## config.mk

```make
export PLATFORM = sky130hd
export DESIGN_NAME = temp_uart_tx
export DESIGN_NICKNAME = d
export VERILOG_FILES = /design/src/rtl/temp_uart_tx.sv
export SDC_FILE = /design/constraint.sdc
export NUM_CORES = 1
export LEC_CHECK = 0
export CORE_ASPECT_RATIO = 1.25
export CORE_MARGIN = 2
export CORE_UTILIZATION = 61
export DETAILED_ROUTE_END_ITERATION = 10
export PLACE_DENSITY_LB_ADDON = 0.2
export SLEW_MARGIN = 20
export SYNTH_ARGS = -nofsm -noshare
export SYNTH_HDL_FRONTEND = slang
export SYNTH_SLANG_ARGS = --single-unit
```

## constraint.sdc

```tcl
create_clock -name clk -period 4.52 [get_ports clk]
set_input_delay 0.904 -clock clk [delete_from_list [all_inputs] [get_ports clk]]
set_output_delay 0.904 -clock clk [all_outputs]
set_load 0.01 [all_outputs]
```

## src/rtl/temp_uart_tx.sv

```systemverilog
// ---------------------------------------------------------------------------
// temp_uart_tx
// Sends the averaged temperature word off-chip as a 4-byte 8N1 UART frame:
// HEADER, word[15:8], word[7:0], checksum (XOR of the first three bytes).
// The word is captured on the accumulator's one-cycle ready pulse. The tx pin
// is registered and idles high so it can drive a pad directly.
//
// Ports:
//   clk         system clock
//   reset_n     synchronous active-low reset
//   en          transmitter enable; low aborts the frame and holds idle
//   data_in     averaged result word (DATA_W bits), sampled on data_valid
//   data_valid  one-cycle ready pulse from the accumulator
//   baud_div    clocks per bit minus 1, sampled at capture
//   clear_ovr   one-cycle pulse clearing the overrun flag
//   tx          UART serial out, LSB first, idle high
//   busy        high while a frame is in progress
//   overrun     sticky: data_valid arrived while a frame was in progress
// ---------------------------------------------------------------------------
module temp_uart_tx #(
   parameter int unsigned DATA_W = 8,
   parameter logic [7:0]  HEADER = 8'hA5
) (
   input  logic              clk,
   input  logic              reset_n,
   input  logic              en,
   input  logic [DATA_W-1:0] data_in,
   input  logic              data_valid,
   input  logic [11:0]       baud_div,
   input  logic              clear_ovr,
   output logic              tx,
   output logic              busy,
   output logic              overrun
);

   localparam int unsigned WORD_W     = 16;
   localparam int unsigned DIV_W      = 12;
   localparam int unsigned BYTE_IDX_W = 2;
   localparam int unsigned BIT_IDX_W  = 3;

   localparam logic [1:0] ST_IDLE  = 2'd0;
   localparam logic [1:0] ST_START = 2'd1;
   localparam logic [1:0] ST_DATA  = 2'd2;
   localparam logic [1:0] ST_STOP  = 2'd3;

   localparam logic [BYTE_IDX_W-1:0] LAST_BYTE = 2'd3;
   localparam logic [BIT_IDX_W-1:0]  LAST_BIT  = 3'd7;

   // Registered state
   logic [1:0]            r_state;
   logic [WORD_W-1:0]     r_word;
   logic [7:0]            r_chk;
   logic [DIV_W-1:0]      r_div;
   logic [DIV_W-1:0]      r_cnt;
   logic [BYTE_IDX_W-1:0] r_byte_idx;
   logic [BIT_IDX_W-1:0]  r_bit_idx;
   logic                  r_tx;
   logic                  r_busy;
   logic                  r_ovr;

   // Next-state values
   logic [1:0]            w_state_nxt;
   logic [WORD_W-1:0]     w_word_nxt;
   logic [7:0]            w_chk_nxt;
   logic [DIV_W-1:0]      w_div_nxt;
   logic [DIV_W-1:0]      w_cnt_nxt;
   logic [BYTE_IDX_W-1:0] w_byte_idx_nxt;
   logic [BIT_IDX_W-1:0]  w_bit_idx_nxt;
   logic                  w_tx_nxt;
   logic                  w_busy_nxt;
   logic                  w_ovr_nxt;

   // Helpers
   logic [WORD_W-1:0]     w_word_in;
   logic [7:0]            w_cur_byte;
   logic [BIT_IDX_W-1:0]  w_bit_inc;
   logic                  w_cnt_zero;

   assign w_word_in  = WORD_W'(data_in);
   assign w_bit_inc  = r_bit_idx + 3'd1;
   assign w_cnt_zero = (r_cnt == '0);

   // Byte currently being serialised, selected by the byte index
   always_comb begin
      w_cur_byte = r_chk;
      case (r_byte_idx)
         2'd0:    w_cur_byte = HEADER;
         2'd1:    w_cur_byte = r_word[15:8];
         2'd2:    w_cur_byte = r_word[7:0];
         default: w_cur_byte = r_chk;
      endcase
   end

   // Next-state and registered-output logic
   always_comb begin
      w_state_nxt    = r_state;
      w_word_nxt     = r_word;
      w_chk_nxt      = r_chk;
      w_div_nxt      = r_div;
      w_cnt_nxt      = r_cnt;
      w_byte_idx_nxt = r_byte_idx;
      w_bit_idx_nxt  = r_bit_idx;
      w_tx_nxt       = r_tx;
      w_busy_nxt     = r_busy;
      w_ovr_nxt      = r_ovr;

      if (!en) begin
         // Abort without a stop bit; overrun is left untouched
         w_state_nxt    = ST_IDLE;
         w_tx_nxt       = 1'b1;
         w_busy_nxt     = 1'b0;
         w_cnt_nxt      = '0;
         w_byte_idx_nxt = '0;
         w_bit_idx_nxt  = '0;
      end else begin
         // Set has priority over clear
         if (data_valid && (r_state != ST_IDLE)) begin
            w_ovr_nxt = 1'b1;
         end else if (clear_ovr) begin
            w_ovr_nxt = 1'b0;
         end

         case (r_state)
            ST_IDLE: begin
               w_tx_nxt   = 1'b1;
               w_busy_nxt = 1'b0;
               if (data_valid) begin
                  w_word_nxt     = w_word_in;
                  w_div_nxt      = baud_div;
                  w_chk_nxt      = HEADER ^ w_word_in[15:8] ^ w_word_in[7:0];
                  w_cnt_nxt      = baud_div;
                  w_byte_idx_nxt = '0;
                  w_bit_idx_nxt  = '0;
                  w_tx_nxt       = 1'b0;
                  w_busy_nxt     = 1'b1;
                  w_state_nxt    = ST_START;
               end
            end

            ST_START: begin
               if (w_cnt_zero) begin
                  w_state_nxt   = ST_DATA;
                  w_bit_idx_nxt = '0;
                  w_cnt_nxt     = r_div;
                  w_tx_nxt      = w_cur_byte[0];
               end else begin
                  w_cnt_nxt = r_cnt - 12'd1;
               end
            end

            ST_DATA: begin
               if (w_cnt_zero) begin
                  w_cnt_nxt = r_div;
                  if (r_bit_idx == LAST_BIT) begin
                     w_state_nxt = ST_STOP;
                     w_tx_nxt    = 1'b1;
                  end else begin
                     w_bit_idx_nxt = w_bit_inc;
                     w_tx_nxt      = w_cur_byte[w_bit_inc];
                  end
               end else begin
                  w_cnt_nxt = r_cnt - 12'd1;
               end
            end

            ST_STOP: begin
               if (w_cnt_zero) begin
                  if (r_byte_idx == LAST_BYTE) begin
                     // Frame done; tx already high from the stop bit
                     w_state_nxt    = ST_IDLE;
                     w_busy_nxt     = 1'b0;
                     w_cnt_nxt      = '0;
                     w_byte_idx_nxt = '0;
                  end else begin
                     // Next start bit follows the stop bit with no gap
                     w_byte_idx_nxt = r_byte_idx + 2'd1;
                     w_state_nxt    = ST_START;
                     w_cnt_nxt      = r_div;
                     w_tx_nxt       = 1'b0;
                  end
               end else begin
                  w_cnt_nxt = r_cnt - 12'd1;
               end
            end

            default: begin
               w_state_nxt = ST_IDLE;
               w_tx_nxt    = 1'b1;
               w_busy_nxt  = 1'b0;
            end
         endcase
      end
   end

   // State register, synchronous reset
   always_ff @(posedge clk) begin
      if (!reset_n) begin
         r_state    <= ST_IDLE;
         r_word     <= '0;
         r_chk      <= '0;
         r_div      <= '0;
         r_cnt      <= '0;
         r_byte_idx <= '0;
         r_bit_idx  <= '0;
         r_tx       <= 1'b1;
         r_busy     <= 1'b0;
         r_ovr      <= 1'b0;
      end else begin
         r_state    <= w_state_nxt;
         r_word     <= w_word_nxt;
         r_chk      <= w_chk_nxt;
         r_div      <= w_div_nxt;
         r_cnt      <= w_cnt_nxt;
         r_byte_idx <= w_byte_idx_nxt;
         r_bit_idx  <= w_bit_idx_nxt;
         r_tx       <= w_tx_nxt;
         r_busy     <= w_busy_nxt;
         r_ovr      <= w_ovr_nxt;
      end
   end

   assign tx      = r_tx;
   assign busy    = r_busy;
   assign overrun = r_ovr;

endmodule

```

# Word-level counts from Yosys, hierarchy flattened
# Index checks and enable logic that the tools add are counted.
# totals
register_bits,50
inputBits,25
out_inout_bits,3
elab_cells,84
# op_classes
n_addsub,3
eq_ne,15
bitwise_logic,1
muxes,37
magnitude_cmp,1
n_reduce_logical,17
# op_table
operator,n
12-bit two-way mux,4
12-bit one-hot mux with 3 select lines,1
8-bit one-hot mux with 3 select lines,1
2-bit two-way mux,8
2-bit != test (second input constant),8
1-bit two-way mux,13
12-bit logical NOT,1
3-bit two-way mux,4
12-bit by 1-bit subtractor with 12-bit output (second input constant),1
5-bit AND reduction,2
3-bit one-hot mux with 3 select lines,1
3-bit AND reduction,3
2-bit equality test (second input constant),4
2-bit one-hot mux with 4 select lines,1
2-bit nonzero test,3
2-bit by 1-bit equality test with 1-bit output (second input constant),2
2-bit logical NOT,2
3-bit by 4-bit less-than comparator with 1-bit output (second input constant),1
4-bit NOT,1
1-bit one-hot mux with 4 select lines,1
2-bit one-hot mux with 2 select lines,1
2-bit AND reduction,2
4-bit AND reduction,1
3-bit by 1-bit adder with 3-bit output (second input constant),1
7 further kinds,7

# Depth between registers and ports, before layout
# logic_depth
ltp_word,7
mapped_depth,9

# Worst setup path before layout
# No wires, ideal clock.
# synth_timing
path_type,flip-flop to flip-flop
from,register r_cnt[4]
to,register r_tx (netlist: tx)
path_stages_with_launch,8
path_buffers,2
synth_period_minus_slack_ns,2.190
arrival_time_ns,2.063
setup_slack_ns,2.330
cell_sequence,dfxtp_1 > buf_2 > or4_4 > or4_4 > buf_6 > a22o_1 > a21oi_1 > o41ai_2
# synth_via
elab_chain_len,3
elab_cells_between_ends,5
cone_classes,eq/ne (3); reduce/logical (2)
# synth_rtl
item,line,rtl
from (decl),54,logic [DIV_W-1:0] r_cnt;
from (signal assigned),213,r_cnt <= w_cnt_nxt;
12-bit logical NOT (*),81,assign w_cnt_zero = (r_cnt == '0);
2-bit != test (no source line),n/a,
4-bit AND reduction (no source line) (*),n/a,
to (signal assigned),216,r_tx <= w_tx_nxt;
to (decl),57,logic r_tx;
# Mark *: on every way between the ends. The rest lies on a longest branch, timed or not.
# A chain may end at the register's enable or synchronous reset.

# Worst setup path in the final report
# layout_timing
from,register r_cnt[2]
to,register r_cnt[8]
# layout_via
elab_chain_len,3
elab_cells_between_ends,5
cone_classes,add/sub (1); mux (3); reduce/logical (1)
# layout_rtl
item,line,rtl
12-bit by 1-bit subtractor with 12-bit output or 12-bit logical NOT (tied branches),n/a,
12-bit two-way mux (on tied branches),"167, 141, 152",
12-bit one-hot mux with 3 select lines (*),123,case (r_state)
# Marked as above.

==> results.py <==
metrics = {
    "status": {
        "status": "finished clean",
    },
    "placement": {
        "dpl.hpwl_um": 4190,
        "port_buffers": 27,
        "placed_cell_area_um2": 2850,
        "gp_congestion": 0.870,
    },
    "routing": {
        "ant_nets": 0,
        "drtIter0Drc": 246,
        "vias": 2434,
        "drtPass1Iterations": 5,
        "avgRoutedWirePerCell_um": 15.2,
        "viasPerCell": 6.18,
        "drt-total-wl_um": 5970,
        "drc": 0,
    },
    "timing": {
        "finalHoldViolations": 0,
        "setup-violations-final": 0,
        "tightest_slew_ns": 0.889,
        "relSlewSlack": 0.408,
        "finalMaxSlewViolations": 0,
        "finalWorstPathRequiredPeriod_ns": 2.64,
        "period_share": 0.583,
        "rsz0062_at_grt": "no",
        "fin_tns_setup_ns": 0,
        "fin_worst_skew_ns": 0.00983,
        "fmax_ghz": 0.379,
    },
    "synth": {
        "syn_inst": 326,
        "ys_seq_elements": 46,
        "ys_seq_area_frac": 0.352,
        "syn_nets": 362,
        "yosys_warnings": 0,
        "synth_enable_flop_cells": 0,
        "synthAdderAreaFrac": 0.0527,
        "ys.flop_type": "dfxtp_1",
        "syn_avg_cell_area_um2": 8.01,
        "synth_top_family_by_area": "compound AO/OA/AOI/OAI gates",
        "synthSimpleGateAreaFrac": 0.187,
        "synth-compound-area-share": 0.302,
        "synthesis.area_um2": 2610,
        "synthXorXnorAreaFrac": 0.0101,
        "synth.area.mux_share": 0.0398,
        "async_flop_share": 0,
        "synth.distinct_cells": 55,
    },
    "cts": {
        "hold_buffers": 0,
        "cts_made_buffers": 5,
        "cts_tree": "yes",
        "clock_path_buffers": 2,
        "insertion_delay_ns": 0.30,
        "cts_setup_buffers": 0,
        "cts_resized": 0,
        "cts.sinks": 46,
        "htreeDepth": 2,
        "cts_root_buf": "clkbuf_8",
        "path_clk_slew_ns": 0.09,
    },
    "floorplan": {
        "die_area_um2": 4830,
        "num_rows": 26,
        "die-height_um": 77.2,
        "num_io_pins": 28,
        "die_w_um": 62.5,
        "initial_utilization": 0.637,
        "core_um2": 4100,
    },
    "global_routing": {
        "grt_remaining_overflow": 0,
        "grt_pass1_vias": 2203,
        "grt_max_degree": 28,
        "grt_antenna_before_repair": 0,
        "grt_pass1_wl_um": 10300,
        "grt_usage": 0.264,
    },
    "worst_setup_path": {
        "endpoint_kind": "flip-flop",
        "worstSetupPathType": "reg -> reg",
        "crit_arrival_ns": 2.82,
        "crit_required_ns": 4.70,
        "cp_max_fo": 20,
        "worst_setup_path_start_kind": "flip-flop",
    },
    "layout": {
        "antenna_cells": 0,
        "final_area_um2": 2950,
        "area_delta_synth_final_pct": 12.8,
        "drive_gt1_frac": 0.0533,
        "layout_common_cells": "nand2_1 (57), dfxtp_1 (46), o21ai_0 (33)",
        "mostFrequentLayoutCell": "nand2_1",
        "fin_nets": 373,
    },
    "pwr": {
        "vdd_drop_max_mv": 0.209,
        "p_leak_nw": 1.06,
        "power_density_nw_per_um2": 309,
    },
    "flow_run": {
        "cap_violations": 0,
    },
    "worst_hold_path": {
        "worstHoldPathType": "reg -> reg",
    },
}
==> final timing paths <==
| kind | start | end | depth (start not counted) | slack [ns] |
|---|---|---|---|---|
| worst max-delay path | r_cnt[2]$_SDFFE_PN0P_ | r_cnt[8]$_SDFFE_PN0P_ | 5 | 1.88 |
| worst min register to register | r_chk[6]$_SDFFE_PN0P_ | r_chk[6]$_SDFFE_PN0P_ | 2 | 0.47 |
| worst min-delay path | r_chk[6]$_SDFFE_PN0P_ | r_chk[6]$_SDFFE_PN0P_ | 2 | 0.47 |
| worst max register to register | r_cnt[2]$_SDFFE_PN0P_ | r_cnt[8]$_SDFFE_PN0P_ | 5 | 1.88 |
==> per-layer routing <==
metal / vias to the layer above / wire, um / GRT usage
li1: 1191 / - / -
met1: 1146 / 2610 / 0.350
met2: 86 / 2800 / 0.428
met3: 11 / 441 / 0.0411
met4: 0 / 118 / 0.104
met5: - / 0 / 0
==> layout make-up <==
class,count,area [um2]
inverters,10,37.5
fillers,369,1150
clock buffers,6,82.6
clock inverters,2,12.5
multi-input cells,246,1550
flip-flops and latches,46,921
well taps,56,70.1
repair buffers,28,278
==> state kept, by name, indices dropped and copies added (netlist names) <==
register and cells:
busy 1, overrun 1, r_bit_idx 3, r_byte_idx 2
r_chk 8, r_cnt 12, r_div 12, r_state 2
r_word 4, tx 1
==> through the flow <==
stage	total power [W]	hold WS (ns)	worst slack (ns)	util	instances
2_1_floorplan	0.000597	0.440	2.33	-	326
6_report	0.000911	0.470	1.88	0.719	394
3_5_place_dp	0.000653	0.461	1.59	0.696	386
4_1_cts	0.000913	0.473	1.91	0.719	394
5_1_grt	0.000959	0.497	1.78	0.719	394
3_3_place_gp	0.000648	0.453	1.69	0.696	386
==> synth_stat cells, types with 5 or more instances <==
library cell	instances	area (um2)
nand2_1	57	214
inv_1	10	37.5
mux2i_1	7	70.1
o211ai_1	10	75.1
nor3_1	5	25.0
a21boi_0	20	150
clkbuf_1	18	67.6
dfxtp_1	46	921
nor2_1	12	45.0
o21ai_0	33	165
ha_1	11	138
a21oi_1	20	100
nand3_1	5	25.0
==> kinds of logic (layout without fill, tap and decap cells) <==
group                    Yosys count  count (layout)
AO/OA/AOI/OAI                    117             117
AND/OR/NAND/NOR                  105             105
flip-flops                        46              46
buffers and inverters             34              46
adder cells (fa/ha/maj)           11              11
multiplexers                      10              10
XOR/XNOR                           3               3
==> critical path: stages (launching register included) <==
cell and delay (ns):
dfxtp_1 0.40, or4_1 0.65, or4_4 0.61, o21ai_0 0.58, or3_1 0.22, o22ai_1 0.06
==> power breakdown <==
group / leakage [nW] / total [W] / internal, W / switching, W
clock: 0.0472 / 0.000264 / 0.000123 / 0.000141
sequential: 0.375 / 0.000442 / 0.000425 / 0.0000170
combinational: 0.642 / 0.000205 / 0.0000864 / 0.000118
Note: power is estimated with default switching activity, not from simulation.
